File: config.mk
export PLATFORM = sky130hd
export DESIGN_NAME = spi_sclk_gen
export DESIGN_NICKNAME = d
export VERILOG_FILES = /design/src/rtl/spi_sclk_gen.sv
export SDC_FILE = /design/constraint.sdc
export NUM_CORES = 1
export LEC_CHECK = 0
export CORE_MARGIN = 4
export CORE_UTILIZATION = 45
export CTS_BUF_LIST = sky130_fd_sc_hd__clkbuf_4 sky130_fd_sc_hd__clkbuf_8
export DETAILED_ROUTE_END_ITERATION = 8
export PLACE_DENSITY = 0.72
export SLEW_MARGIN = 10
export SYNTH_ARGS = -nofsm -noshare
export SYNTH_HDL_FRONTEND = slang
export SYNTH_SLANG_ARGS = --single-unit
File: constraint.sdc
create_clock -name clk -period 2.3 [get_ports clk]
set_input_delay 0.69 -clock clk [delete_from_list [all_inputs] [get_ports clk]]
set_output_delay 0.69 -clock clk [all_outputs]
set_load 0.005 [all_outputs]
File: src/rtl/spi_sclk_gen.sv
// SPI master serial-clock generator: divides clk to a programmable SCLK rate,
// runs a counted N-bit burst in any CKP/CKE mode and emits shift/sample strobes.
module spi_sclk_gen #(
  parameter int DIV_W = 8,
  parameter int CNT_W = 5
) (
  input  logic             clk,
  input  logic             rst_n,
  input  logic             start,
  input  logic             abort,
  input  logic [DIV_W-1:0] div,
  input  logic [CNT_W-1:0] nbits,
  input  logic             ckp,
  input  logic             cke,
  output logic             sclk,
  output logic             shift_stb,
  output logic             sample_stb,
  output logic             busy,
  output logic             done
);

  typedef enum logic [1:0] {IDLE, SETUP, RUN, HOLD} state_t;

  localparam logic [DIV_W-1:0] DIV_ONE = {{(DIV_W-1){1'b0}}, 1'b1};
  localparam logic [CNT_W:0]   CNT_ONE = {{CNT_W{1'b0}}, 1'b1};

  state_t           state, state_n;
  logic [DIV_W-1:0] hcnt, hcnt_n, div_q, div_qn;
  logic [CNT_W:0]   ecnt, ecnt_n, edge_k;
  logic [CNT_W-1:0] nbits_q, nbits_qn;
  logic             ckp_q, ckp_qn, cke_q, cke_qn;
  logic             sclk_n, shift_n, sample_n, busy_n, done_n;

  assign edge_k = ecnt + CNT_ONE;

  always_ff @(posedge clk or negedge rst_n) begin
    if (!rst_n) begin
      state      <= IDLE;
      hcnt       <= '0;
      ecnt       <= '0;
      div_q      <= '0;
      nbits_q    <= '0;
      ckp_q      <= 1'b0;
      cke_q      <= 1'b0;
      sclk       <= 1'b0;
      shift_stb  <= 1'b0;
      sample_stb <= 1'b0;
      busy       <= 1'b0;
      done       <= 1'b0;
    end else begin
      state      <= state_n;
      hcnt       <= hcnt_n;
      ecnt       <= ecnt_n;
      div_q      <= div_qn;
      nbits_q    <= nbits_qn;
      ckp_q      <= ckp_qn;
      cke_q      <= cke_qn;
      sclk       <= sclk_n;
      shift_stb  <= shift_n;
      sample_stb <= sample_n;
      busy       <= busy_n;
      done       <= done_n;
    end
  end

  always_comb begin
    state_n  = state;
    hcnt_n   = hcnt;
    ecnt_n   = ecnt;
    div_qn   = div_q;
    nbits_qn = nbits_q;
    ckp_qn   = ckp_q;
    cke_qn   = cke_q;
    sclk_n   = sclk;
    shift_n  = 1'b0;
    sample_n = 1'b0;
    busy_n   = busy;
    done_n   = 1'b0;

    unique case (state)
      IDLE: begin
        sclk_n = ckp;
        busy_n = 1'b0;
        if (start && !abort && nbits != '0) begin
          div_qn   = div;
          nbits_qn = nbits;
          ckp_qn   = ckp;
          cke_qn   = cke;
          hcnt_n   = div;
          ecnt_n   = '0;
          busy_n   = 1'b1;
          sclk_n   = ckp;
          state_n  = SETUP;
        end
      end
      SETUP, RUN: begin
        if (hcnt != '0) begin
          hcnt_n = hcnt - DIV_ONE;
        end else begin
          hcnt_n = div_q;
          sclk_n = ~sclk;
          ecnt_n = edge_k;
          // Odd edges lead (idle->active); CKE picks which edge shifts and which samples.
          if (edge_k[0]) begin
            shift_n  = ~cke_q;
            sample_n = cke_q;
          end else begin
            sample_n = ~cke_q;
            shift_n  = cke_q && (edge_k != {nbits_q, 1'b0});
          end
          state_n = (edge_k == {nbits_q, 1'b0}) ? HOLD : RUN;
        end
      end
      HOLD: begin
        if (hcnt != '0) begin
          hcnt_n = hcnt - DIV_ONE;
        end else begin
          done_n  = 1'b1;
          busy_n  = 1'b0;
          ecnt_n  = '0;
          state_n = IDLE;
        end
      end
      default: state_n = IDLE;
    endcase

    // Abort overrides any edge or HOLD expiry in the same cycle.
    if (abort && state != IDLE) begin
      state_n  = IDLE;
      busy_n   = 1'b0;
      sclk_n   = ckp_q;
      shift_n  = 1'b0;
      sample_n = 1'b0;
      done_n   = 1'b0;
      hcnt_n   = '0;
      ecnt_n   = '0;
    end
  end

endmodule

==> run metrics, run 1 <==
top cells by area, synth=dfrtp_1 (41%), mux2_2 (9.7%), a21oi_1 (4.3%); vias in the first global route=1646; Crit Reg-Reg Startpoint=hcnt[0]; I/O Buffers=23; DRC=0; xor and xnor fraction of the mapped netlist area=4.380%; Syn-to-layout area delta=23.72%; TNS Setup=0 ns; Final min period=2.250 ns; CP Cell Sequence=clkdlybuf4s50_1, or4_4, o21ai_4, a32o_2, nor2_2, a22o_2; die height=77.92 µm; Rows=25; DRT Pass-1 Iters=4; flops & latches, synth=36; post-DR wirelength/cell=14.65 µm; IO Pins=24; worst clock skew=0.01015 ns; Synth area leader=dfrtp_1; initial DRC count=143; Mapped Avg Cell Area=10.23 µm²; fin nets=278; top_reg_cell synth=dfrtp_1; cell count after synthesis=215; Final setup viols=0; Max-cap violations=0; combinational family with the most area after synthesis=compound AO/OA/AOI/OAI gates; CTS Buf Count=5; Async SR Flop Fraction=100.0%; Compound-Gate Fraction of Synth Area=20.53%; final hold violation count=0; gpl congestion=0.8782; Leak=0.001216 µW; Buf/Inv on CP=1; crit-path max cell delay=0.47 ns; Pwr Density=1301 nW/µm²; clock buffer depth=2; crit share post-route=97.84%; CTS tree=done; hold crit path type=in2async; synthesized cell area=2200 µm²; Clk pin slew, worst setup/hold paths=0.07 ns; warnings from Yosys=0; vias per inst=5.512; Worst path depth=6; Post-Synth Adder-Cell Area=2.844%; Critical Path Sink Type=register; total track usage=16.81%; max frequency=0.4444 GHz; r2r worst-path depth=7; CTS H-tree depth=2; CP arrival=2.43 ns; core area=4723 µm²; ant diodes=0; CP max stage cell=or4_4; Worst-Margin Slew=0.4568 ns; multiplexer share of the synthesized area=10.64%; CP delay by family, top=compound AO/OA/AOI/OAI gates; RSZ-0062 raised after global routing=false; DRT Wirelength=4717 µm; Netlist cell types=53; proportion of layout cells with a drive suffix above 1=25.88%; Rel. slew slack=69.55%; Post-synth EDFFs=0; die extent in x=77.92 µm; most frequent cell after synthesis=dfrtp_1; antenna violations before repair=0; Crit Path Class=in2reg; WHS=0.4260 ns; ANT nets after route=0; via count=1775; clk_lat worst skew=0.29 ns; Worst EP required=2.48 ns; hold_buf cts=0; largest net degree at the start of global routing=37; first-pass GRT wire length=7997 µm; Peak VDD IR=0.6156 mV; Slew Viols, Final=0; die area=6071 µm²; Syn Nets=239; Seq/Total Area, Yosys=40.96%; Starting Density=46.57%; HPWL after DPL=3397 µm; top cells by count, synth=dfrtp_1 (36), a21oi_1 (19), mux2_2 (19); simple-gate area share of the yosys netlist=16.84%; TritonCTS Sinks=36; Worst setup SP type=input port; top-area cell type share of the netlist area=40.96%; GRT overflow=0; status=finished clean; CP max FO=8; clock tree root driver cell=clkbuf_8; reg-to-reg endpoint=hcnt[4]; r2r setup slk=0.28 ns
==> stage by stage <==
step | util (%) | instance area [µm²] | instances | total power, µW | worst slack (ns)
6_report | 57.62 | 2721 | 322 | 3541 | 0.04963
5_1_grt | 57.62 | 2721 | 322 | 3826 | 0.01168
4_1_cts | 56.98 | 2691 | 321 | 3522 | 0.0008107
3_5_place_dp | 55.02 | 2599 | 313 | 3041 | -0.3140
3_3_place_gp | 55.02 | 2599 | 313 | 3004 | -0.2798
2_1_floorplan | - | 2200 | 215 | 2488 | 0.1512
==> worst max-delay path by stage <==
stage | start | slack [ns] | to
global route | nbits[0] | 0.01 | hcnt[4]
global placement | nbits[0] | -0.28 | hcnt[4]
finish | nbits[0] | 0.05 | hcnt[4]
detailed placement | nbits[0] | -0.31 | state[0]
CTS | nbits[0] | 0.0008 | hcnt[4]
floorplan | nbits[0] | 0.15 | ckp_q
==> registers in the layout (all words and copies together), names as in the netlist <==
name and cells:
cke_q 1, shift_stb 1, done 1, ecnt 6
nbits_q 5, state 2, busy 1, ckp_q 1
hcnt 8, sample_stb 1, sclk 1, div_q 8
==> cell type report <==
class / count / area (µm²)
well taps: 67 / 83.83
repair buffers: 43 / 399.1
clock inverters: 2 / 10.01
flip-flops and latches: 36 / 900.9
multi-input cells: 163 / 1226
clock buffers: 6 / 82.58
inverters: 5 / 18.77
fillers: 405 / 2002
==> cell families (layout without fill, tap and decap cells) <==
group,after synthesis,count (layout)
AND/OR/NAND/NOR,65,65
XOR/XNOR,11,11
AO/OA/AOI/OAI,61,61
buffers and inverters,16,56
flip-flops,36,36
multiplexers,21,21
adder cells (fa/ha/maj),5,5
==> layout by cell type (no fill, tap or decap), types with 2 or more instances in the layout <==
master	synthesis	layout
dfrtp_1	36	36
mux2_2	19	19
clkdlybuf4s50_1	0	19
a21oi_1	19	18
buf_4	1	18
nor2_1	16	15
nand2_1	15	15
o21ai_0	11	11
nand3_1	10	10
xnor2_1	6	6
clkbuf_8	0	6
inv_1	5	5
xor2_1	5	5
ha_1	5	5
a22o_1	4	4
nand3b_1	3	3
o31ai_1	4	3
a221oi_2	3	3
dlymetal6s2s_1	0	3
nand2b_1	2	2
nand4_1	2	2
nor3b_1	2	2
or4_4	2	2
nor2b_1	2	2
a31oi_1	2	2
mux2i_1	2	2
a21o_1	2	2
o41ai_1	2	2
clkinv_2	0	2
==> layer usage <==
layer | vias to the layer above | part of all wire [%] | GRT usage, %
met5 | - | 0 | 0
met4 | 0 | 2.2 | 7.692
met3 | 8 | 5.5 | 3.828
met2 | 53 | 43 | 24.49
met1 | 843 | 49 | 23.67
li1 | 871 | - | -
==> power breakdown <==
part | total, µW | internal [µW] | leakage [µW] | switching [µW]
logic | 1970 | 979 | 0.000709 | 993
registers | 1110 | 878 | 0.000456 | 231
clock network | 460 | 239 | 0.0000510 | 221
total | 3540 | 2100 | 0.00122 | 1450
==> timing repair <==
item,4_1_cts,5_1_grt
buffers inserted,0,1
setup endpoints to repair,0,20
resized for setup,0,7
Power figures use the tool's default switching activity.
==> inputs of run 2 (changes only) <==
Settings changed: SKIP_CTS_REPAIR_TIMING set to 1.
==> results of run 2 <==
No change in the layout: final DEF, timing and power equal those of run 1.
